==> config.mk <==
export PLATFORM = sky130hd
export DESIGN_NAME = spoof_check_scheduler
export DESIGN_NICKNAME = d
export VERILOG_FILES = /design/src/rtl/spoof_check_scheduler.sv
export SDC_FILE = /design/constraint.sdc
export NUM_CORES = 1
export LEC_CHECK = 0
export BUFFER_PORTS_ARGS = -buffer_cell sky130_fd_sc_hd__buf_2
export CORE_ASPECT_RATIO = 0.7
export CORE_MARGIN = 8
export CORE_UTILIZATION = 62
export DETAILED_ROUTE_END_ITERATION = 10
export HOLD_SLACK_MARGIN = 0.03
export PLACE_DENSITY = 0.85
export SYNTH_ARGS = -nofsm -noshare
export SYNTH_HDL_FRONTEND = slang
export SYNTH_SLANG_ARGS = --single-unit
==> constraint.sdc <==
create_clock -name clk -period 21 [get_ports clk]
set_input_delay 4.2 -clock clk [delete_from_list [all_inputs] [get_ports clk]]
set_output_delay 4.2 -clock clk [all_outputs]
set_load 0.01 [all_outputs]
==> src/rtl/spoof_check_scheduler.sv <==
// spoof_check_scheduler
//   Shares one position-jump check datapath among NCH GPS receiver channels.
//   A round-robin arbiter takes one sample at a time through per-channel
//   valid/ready handshakes. Each sample is compared against the channel's
//   previous position. Consecutive jumps are counted per channel, and a
//   sticky alert is raised once ALERT_COUNT jumps in a row have been seen.
//
//   Optional feature macro: SPOOF_BIDIR_EN. When it is defined, downward
//   jumps are flagged as well. In the default build only upward jumps count.
//
// Ports
//   clk        : clock, all logic on the rising edge
//   rst        : asynchronous reset, active high
//   pos_valid  : per-channel sample valid
//   pos_data   : per-channel sample, channel i at bits [i*W +: W]
//   pos_ready  : one-hot grant, asserted combinationally in IDLE
//   alert      : sticky per-channel spoof alert
//   alert_ack  : per-channel alert clear (a same-cycle set wins)
//   chk_done   : one-cycle strobe, a check completed
//   chk_ch     : channel of the completed check
//   chk_jump   : the completed sample was a jump
//   busy       : scheduler is not idle
module spoof_check_scheduler #(
  parameter int NCH         = 4,
  parameter int W           = 32,
  parameter int THRESH      = 200,
  parameter int ALERT_COUNT = 3
) (
  input  logic             clk,
  input  logic             rst,
  input  logic [NCH-1:0]   pos_valid,
  input  logic [NCH*W-1:0] pos_data,
  output logic [NCH-1:0]   pos_ready,
  output logic [NCH-1:0]   alert,
  input  logic [NCH-1:0]   alert_ack,
  output logic             chk_done,
  output logic [2:0]       chk_ch,
  output logic             chk_jump,
  output logic             busy
);

  typedef enum logic [1:0] {
    ST_IDLE   = 2'd0,
    ST_CHECK  = 2'd1,
    ST_UPDATE = 2'd2
  } state_t;

  state_t         state_r;
  state_t         state_nxt_s;

  logic [2:0]     rr_ptr_r;
  logic [2:0]     ch_r;
  logic [W-1:0]   sample_r;
  logic           jump_r;
  logic [W-1:0]   last_r [NCH];
  logic [NCH-1:0] primed_r;
  logic [3:0]     cnt_r [NCH];

  logic [NCH-1:0] alert_r;
  logic           chk_done_r;
  logic [2:0]     chk_ch_r;
  logic           chk_jump_r;

  logic           grant_found_s;
  logic [2:0]     grant_ch_s;
  logic [3:0]     cand_s;
  logic           hit_s;
  logic [NCH-1:0] pos_ready_s;
  logic [W-1:0]   grant_data_s;
  logic [W-1:0]   last_sel_s;
  logic           primed_sel_s;
  logic [3:0]     cnt_sel_s;
  logic [W:0]     up_limit_s;
  logic           jump_s;
  logic [4:0]     cnt_inc_s;
  logic [3:0]     cnt_nxt_s;
  logic           alert_set_s;
`ifdef SPOOF_BIDIR_EN
  logic [W:0]     down_limit_s;
`endif

  // Round-robin search: first valid channel at or after rr_ptr, wrapping.
  always_comb begin
    grant_found_s = 1'b0;
    grant_ch_s    = 3'd0;
    cand_s        = 4'd0;
    hit_s         = 1'b0;
    for (int k = 0; k < NCH; k++) begin
      cand_s = 4'(rr_ptr_r) + 4'(k);
      if (cand_s >= 4'(NCH)) begin
        cand_s = cand_s - 4'(NCH);
      end else begin
        cand_s = cand_s;
      end
      for (int j = 0; j < NCH; j++) begin
        hit_s         = !grant_found_s && (cand_s == 4'(j)) && pos_valid[j];
        grant_ch_s    = hit_s ? 3'(j) : grant_ch_s;
        grant_found_s = grant_found_s | hit_s;
      end
    end
  end

  // AND-OR muxes: the granted input sample and the per-channel state of ch_r.
  always_comb begin
    grant_data_s = {W{1'b0}};
    last_sel_s   = {W{1'b0}};
    primed_sel_s = 1'b0;
    cnt_sel_s    = 4'd0;
    for (int i = 0; i < NCH; i++) begin
      grant_data_s = grant_data_s | ({W{grant_ch_s == 3'(i)}} & pos_data[i*W +: W]);
      last_sel_s   = last_sel_s   | ({W{ch_r == 3'(i)}} & last_r[i]);
      primed_sel_s = primed_sel_s | ((ch_r == 3'(i)) & primed_r[i]);
      cnt_sel_s    = cnt_sel_s    | ({4{ch_r == 3'(i)}} & cnt_r[i]);
    end
  end

  // Jump compare, W+1 bits wide so that last + THRESH can never wrap.
  always_comb begin
    up_limit_s = {1'b0, last_sel_s} + (W+1)'(THRESH);
`ifdef SPOOF_BIDIR_EN
    down_limit_s = {1'b0, sample_r} + (W+1)'(THRESH);
    jump_s = primed_sel_s &&
             (({1'b0, sample_r} > up_limit_s) || ({1'b0, last_sel_s} > down_limit_s));
`else
    jump_s = primed_sel_s && ({1'b0, sample_r} > up_limit_s);
`endif
  end

  // Saturating consecutive-jump counter update and alert trigger.
  always_comb begin
    cnt_inc_s   = {1'b0, cnt_sel_s} + 5'd1;
    cnt_nxt_s   = 4'd0;
    alert_set_s = 1'b0;
    if (jump_r) begin
      cnt_nxt_s   = (cnt_inc_s > 5'(ALERT_COUNT)) ? 4'(ALERT_COUNT) : cnt_inc_s[3:0];
      alert_set_s = (state_r == ST_UPDATE) && (cnt_inc_s >= 5'(ALERT_COUNT));
    end else begin
      cnt_nxt_s   = 4'd0;
      alert_set_s = 1'b0;
    end
  end

  // FSM state register.
  always_ff @(posedge clk or posedge rst) begin
    if (rst) begin
      state_r <= ST_IDLE;
    end else begin
      state_r <= state_nxt_s;
    end
  end

  // FSM next state and combinational grant (forced low while in reset).
  always_comb begin
    state_nxt_s = state_r;
    pos_ready_s = {NCH{1'b0}};
    case (state_r)
      ST_IDLE: begin
        if (grant_found_s) begin
          state_nxt_s = ST_CHECK;
        end else begin
          state_nxt_s = ST_IDLE;
        end
        for (int i = 0; i < NCH; i++) begin
          pos_ready_s[i] = !rst && grant_found_s && (grant_ch_s == 3'(i));
        end
      end
      ST_CHECK:  state_nxt_s = ST_UPDATE;
      ST_UPDATE: state_nxt_s = ST_IDLE;
      default:   state_nxt_s = ST_IDLE;
    endcase
  end

  // Sample capture, jump register and per-channel history update.
  always_ff @(posedge clk or posedge rst) begin
    if (rst) begin
      rr_ptr_r <= 3'd0;
      ch_r     <= 3'd0;
      sample_r <= {W{1'b0}};
      jump_r   <= 1'b0;
      primed_r <= {NCH{1'b0}};
      for (int i = 0; i < NCH; i++) begin
        last_r[i] <= {W{1'b0}};
        cnt_r[i]  <= 4'd0;
      end
    end else begin
      case (state_r)
        ST_IDLE: begin
          if (grant_found_s) begin
            sample_r <= grant_data_s;
            ch_r     <= grant_ch_s;
            rr_ptr_r <= (grant_ch_s == 3'(NCH-1)) ? 3'd0 : grant_ch_s + 3'd1;
          end
        end
        ST_CHECK: jump_r <= jump_s;
        ST_UPDATE: begin
          for (int i = 0; i < NCH; i++) begin
            if (ch_r == 3'(i)) begin
              last_r[i]   <= sample_r;
              primed_r[i] <= 1'b1;
              cnt_r[i]    <= cnt_nxt_s;
            end
          end
        end
        default: jump_r <= 1'b0;
      endcase
    end
  end

  // Completion strobe is loaded at the end of CHECK so it shows during UPDATE.
  always_ff @(posedge clk or posedge rst) begin
    if (rst) begin
      chk_done_r <= 1'b0;
      chk_ch_r   <= 3'd0;
      chk_jump_r <= 1'b0;
    end else begin
      chk_done_r <= (state_r == ST_CHECK);
      if (state_r == ST_CHECK) begin
        chk_ch_r   <= ch_r;
        chk_jump_r <= jump_s;
      end
    end
  end

  // Sticky alerts: a set in UPDATE takes priority over a same-cycle ack.
  always_ff @(posedge clk or posedge rst) begin
    if (rst) begin
      alert_r <= {NCH{1'b0}};
    end else begin
      for (int i = 0; i < NCH; i++) begin
        if (alert_set_s && (ch_r == 3'(i))) begin
          alert_r[i] <= 1'b1;
        end else if (alert_ack[i]) begin
          alert_r[i] <= 1'b0;
        end
      end
    end
  end

  assign pos_ready = pos_ready_s;
  assign alert     = alert_r;
  assign chk_done  = chk_done_r;
  assign chk_ch    = chk_ch_r;
  assign chk_jump  = chk_jump_r;
  assign busy      = (state_r != ST_IDLE);

endmodule
==> impl_results.md, run 1 <==
* Worst reg2reg startpoint: rr_ptr_r[1]
* Syn. warnings at 0
* Placed Cells at 1432
* Post-synth ARST share at 1.00
* Worst Skew at 0.0153 ns
* GRT met2 Usage at 0.442
* Minimum clock period at 11.58 ns
* Hold Path Cell Cnt at 1
* Unique masters post-synth at 71
* Routed Antenna Nets at 0
* I/O Pins at 152
* DR vias at 9189
* Hold_sp: primed_r[1]
* Mapped cell area at 0.0111 mm^2
* Max Cap Viol at 0
* TritonCTS Buffers at 17
* Max_slew headroom at 0.0752
* P_leak at 5.80 nW
* Fin. Hold Viols at 0
* Crit path DAT at 7.38 ns
* Reg2Reg Capture Point: sample_r[18]
* Post_cts resized at 0
* Antenna cells at 0
* Die area at 0.0225 mm^2
* Post-DP HPWL at 20800 um
* H-tree levels at 4
* Syn_nets at 1296
* Largest net degree at the start of global routing at 120
* I/O Buffers at 150
* # hold bufs at CTS at 0
* DRC Markers at 0
* Reg2Reg Depth at 11
* Outcome: completed
* Flop and latch count out of synthesis at 194
* Overflow after GRT at 0
* Slew at the pin closest to its max-slew limit at 1.38 ns
* Clock buffer depth at 2
* Post-CTS Setup Repair Bufs at 0
* Max IR drop VDD at 0.166 mV
* Ratio of cells with drive above 1 in the final layout at 0.230
* WL per Instance at 21.1 um
* RSZ-0062 raised after global routing: no
* Clk sinks at 194
* Synth top cells by count: 321 x nand2_1, 194 x dfrtp_1, 55 x clkbuf_1
* Core area at 0.0177 mm^2
* Busiest grt layer: met2
* Post-synth top flop: dfrtp_1
* FF-to-FF setup slack at 16.56 ns
* Count leader, synth: nand2_1
* First-pass GRT wire length at 49100 um
* Share of the synthesized area in the top cell type at 0.439
* Initial antenna violation count at 0
* Clock latency on the worst-skew pair at 0.44 ns
* CTS tree: yes
* CTS clk-pin slew, worst paths at 0.07 ns
* Routability congestion estimate at 0.914
* Grt met1 use at 0.374
* Gr usage total at 0.278
* Max Fclk at 0.0864 GHz
* Cell taking the most area after synthesis: dfrtp_1
* Vias in the first global route at 9224
* Worst-path fanout max at 34
* Sequential-to-total area share from yosys stat at 0.439
* Power Total at 2.12 mW
* Worst Hold End: primed_r[1]
* Layout area overhead at 12.8%
* Routed WL at 30900 um
* GRT met3 Usage at 0.0659
* Crit path required time at 16.80 ns
* Initial DRC count at 1016
* Pins Over Slew Limit at 0
* Avg Inst Size Synth at 9.88 um^2
* Rows at 41
* Top area cells in the synthesized netlist: dfrtp_1 44%, nand2_1 11%, mux4_2 5.1%
* Starting Density at 0.624
* Startpoint types: primary input
* Via/cell ratio at 6.28
* Post-synth EDFFs at 0
* Final setup viols at 0
* Die X at 176 um
* P per Cell Area at 170 mW/mm^2
* Die Y-Extent at 128 um
* Layout Nets at 1391
* Critical path endpoint category: primary output
* Layout Cells excl Fill at 1464
* Clock Tree Root: clkbuf_16
* TNS Setup at 0 ns
* Period utilization at 0.551
* Worst hold path type: flop to flop
* Drt first pass iters at 5
* WS Path Type: primary input to primary output
* Synthesized instance count at 1120
-- routing by layer --
metal,routed length (um),part of all wire
met1,12800,0.41
met2,14400,0.47
met3,3070,0.099
met4,598,0.019
met5,0,0
-- through the flow --
stage	util	worst slack [ns]	instance area (um^2)	hold slack, ns
finish	0.703	9.42	12500	0.467
global route	0.703	9.12	12500	0.492
CTS	0.703	9.50	12500	0.471
detailed placement	0.665	9.51	11800	0.454
global placement	0.665	9.59	11800	0.443
floorplan	-	7.92	11100	0.429
-- layout make-up --
class / count / area (um^2)
clock buffers: 20 / 457
clock inverters: 12 / 226
fillers: 1339 / 5270
inverters: 21 / 86.3
multi-input cells: 824 / 5760
flip-flops and latches: 194 / 4860
well taps: 236 / 295
repair buffers: 157 / 803
-- logic make-up (layout without fill, tap and decap cells) --
logic type,count (synthesis),after routing,share of synthesized area
and+or+nand+nor,521,521,0.226
DFF,194,194,0.439
AOI/OAI and AO/OA,166,166,0.113
buffers and inverters,102,210,0.0442
muxes,69,69,0.112
adders and majority gates,39,39,0.0439
xor gates and xnor gates,27,27,0.0220
other,2,2,0.000679
-- worst max-delay path by stage --
stage                 start      endpoint  slack, ns  depth (start not counted)
2_1_floorplan           rst  pos_ready[0]       7.92                          2
3_3_place_gp   pos_valid[3]  pos_ready[3]       9.59                          8
3_5_place_dp   pos_valid[3]  pos_ready[3]       9.51                          8
4_1_cts        pos_valid[3]  pos_ready[3]       9.50                          8
5_1_grt        pos_valid[3]  pos_ready[3]       9.12                          8
6_report       pos_valid[3]  pos_ready[3]       9.42                          8
-- worst max-delay path, cell delays in order --
cell and delay (ns):
buf_2 0.18, nor3_1 0.16, a2bb2oi_1 0.34, a22o_1 0.93, a31o_2 0.27, ha_1 0.89
and3_1 0.28, buf_2 0.13
-- power by group --
part	leakage (nW)	total, mW	internal, mW	switching [mW]
combinational	3.09	1.05	0.454	0.593
clock	0.327	0.375	0.230	0.144
sequential	2.38	0.703	0.543	0.160
-- registers in the layout (all words and copies together) (netlist names) --
| signal | cells |
|---|---|
| alert | 4 |
| ch_r | 2 |
| chk_ch | 2 |
| chk_done | 1 |
| chk_jump | 1 |
| cnt_r | 16 |
| jump_r | 1 |
| last_r | 128 |
| primed_r | 4 |
| rr_ptr_r | 2 |
| sample_r | 32 |
| state_r | 1 |
-- cells in the final DEF, fill, tap and decap left out, drive strengths merged, types with 2 or more instances in the layout --
cell	synthesis	final
o211ai	4	4
and2	11	11
a21oi	12	12
clkbuf	55	20
a31o	2	2
nand4bb	29	29
mux2	32	32
a31oi	35	35
xnor2	12	12
a21o	2	2
a22o	33	33
nor4	4	4
mux4	37	37
inv	21	22
and4	2	2
nand2	322	322
clkinvlp	0	2
and3	7	7
a211oi	3	3
nor3	6	6
clkinv	0	3
or4bb	3	3
xor2	15	15
or2	5	5
ha	38	38
conb	2	2
bufinv	0	6
nand4	11	11
nor2b	3	3
a41oi	32	32
dfrtp	194	194
nor2	56	56
buf	26	157
a211o	2	2
o32ai	2	2
nand2b	13	13
o22ai	7	7
o21ai	22	22
nand3	46	46
Power figures use the tool's default switching activity.
==> run 2, diff against run 1 <==
Settings changed: CORE_UTILIZATION 62 to 53, PLACE_DENSITY 0.85 to 0.77.
Clock period 21 ns to 10.1 ns, I/O delays scaled along.
==> run 2 against run 1 <==
  * Worst hold slack got worse by 0.00090 ns
  * Non-clock buffer count unchanged
  * Total power increased by 100%
  * Flip-flop and latch count unchanged
  * Via count decreased by 2.5%
  * Count of clock-buffer cells in the layout unchanged
  * Register-to-register slack got worse by 11 ns
  * Largest power group unchanged
==> impl_results.md, run 2 (same netlist as run 1, synthesis figures left out) <==
* Hold Path Cell Cnt at 1
* Max_slew headroom at 0.212
* Post-CTS Setup Repair Bufs at 0
* Final core utilization at 0.606
* Slew at the pin closest to its max-slew limit at 1.17 ns
* Final setup viols at 0
* FF-to-FF setup slack at 5.79 ns
* Fin. Hold Viols at 0
* WS Path Type: primary input to primary output
* H-tree levels at 4
* # hold bufs at CTS at 0
* Layout area overhead at 12.8%
* Worst-path fanout max at 34
* Die Y-Extent at 137 um
* Layout Nets at 1391
* I/O Pins at 152
* Post_cts resized at 0
* Worst Skew at 0.00953 ns
* WL per Instance at 20.0 um
* Routability congestion estimate at 0.906
* Outcome: completed
* DR vias at 8962
* Max Cap Viol at 0
* Initial antenna violation count at 0
* Post-route cell area at 0.0125 mm^2
* Top flop regs: last_r x128, sample_r x32, cnt_r x16
* Core area at 0.0206 mm^2
* Crit path required time at 8.08 ns
* Reg2Reg Capture Point: sample_r[2]
* Hold_sp: primed_r[0]
* Reg2Reg Depth at 11
* Rows at 44
* Via/cell ratio at 5.96
* Largest register FFs at 128
* Vias in the first global route at 9041
* Minimum clock period at 7.17 ns
* Routed WL at 30100 um
* Initial DRC count at 1037
* Largest net degree at the start of global routing at 130
* P_leak at 5.79 nW
* Die area at 0.0258 mm^2
* Drt first pass iters at 5
* Crit path DAT at 5.15 ns
* Pins Over Slew Limit at 0
* Most frequent cells in the layout: 320 x nand2_1, 192 x dfrtp_1, 150 x buf_2, 50 x nor2_1, 45 x nand3_1
* RSZ-0062 raised after global routing: no
* Power Total at 4.32 mW
* Ratio of cells with drive above 1 in the final layout at 0.230
* Post-DP HPWL at 20600 um
* Period utilization at 0.710
* Clock latency on the worst-skew pair at 0.44 ns
* Clk sinks at 194
* P per Cell Area at 346 mW/mm^2
* Routed Antenna Nets at 0
* First-pass GRT wire length at 48800 um
* Worst Hold End: primed_r[0]
* Startpoint types: primary input
* CTS clk-pin slew, worst paths at 0.07 ns
* Overflow after GRT at 0
* Clock Tree Root: clkbuf_16
* Max Fclk at 0.139 GHz
* Gr usage total at 0.238
* DP Area at 0.0119 mm^2
* Most flops, register: last_r
* CTS tree: yes
* Worst hold path type: flop to flop
* DRC Markers at 0
* Die X at 189 um
* Most common cell after layout, fill and taps aside: nand2_1
* Clock buffer depth at 2
* Max IR drop VDD at 0.212 mV
* TNS Setup at 0 ns
* Worst reg2reg startpoint: rr_ptr_r[1]
* Antenna cells at 0
* I/O Buffers at 150
* Starting Density at 0.538
* Critical path endpoint category: primary output
* TritonCTS Buffers at 17
* Hold WS at 0.467 ns
-- run 2: metal layers --
| metal | wire length (um) | part of all wire | up-vias | track usage |
|---|---|---|---|---|
| met5 | 0 | 0 | - | 0 |
| met4 | 345 | 0.011 | 0 | 0.0610 |
| met3 | 2830 | 0.094 | 30 | 0.0603 |
| met2 | 13500 | 0.45 | 391 | 0.366 |
| met1 | 13500 | 0.45 | 4363 | 0.334 |
| li1 | - | - | 4178 | - |
-- run 2: layout make-up --
class | instances | area [um^2]
inverter | 21 | 86.3
clock inverter | 12 | 179
clock buffer | 20 | 457
fill | 1695 | 8100
multi-input combinational | 824 | 5760
sequential | 194 | 4860
tap | 276 | 345
timing repair buffer | 157 | 803
-- run 2: worst max-delay path, cell delays in order --
cell       delay, ns
buf_2           0.17
nor3_1          0.16
a2bb2oi_1       0.32
a22o_1          0.90
a31o_2          0.26
ha_1            0.92
and3_1          0.27
buf_2           0.13
-- run 2: stage by stage --
stage,worst slack (ns),std cells
after floorplan,1.38,1120
after global placement,3.05,1472
after detailed placement,2.97,1472
after CTS,2.97,1504
after global routing,2.57,1504
final,2.93,1504
-- run 2: power breakdown --
| group | leakage [nW] | internal (mW) | switching (mW) | total (mW) |
|---|---|---|---|---|
| combinational | 3.09 | 0.938 | 1.20 | 2.14 |
| sequential | 2.38 | 1.13 | 0.319 | 1.45 |
| clock | 0.314 | 0.429 | 0.301 | 0.730 |
| total | 5.79 | 2.49 | 1.82 | 4.32 |
-- run 2: how the worst max path moves through the flow --
stage	from	endpoint	slack [ns]	depth (start not counted)
finish	pos_valid[3]	pos_ready[3]	2.93	8
global route	pos_valid[3]	pos_ready[3]	2.57	8
CTS	pos_valid[3]	pos_ready[3]	2.97	8
detailed placement	pos_valid[3]	pos_ready[3]	2.97	8
global placement	pos_valid[3]	pos_ready[3]	3.05	8
floorplan	rst	pos_ready[0]	1.38	2
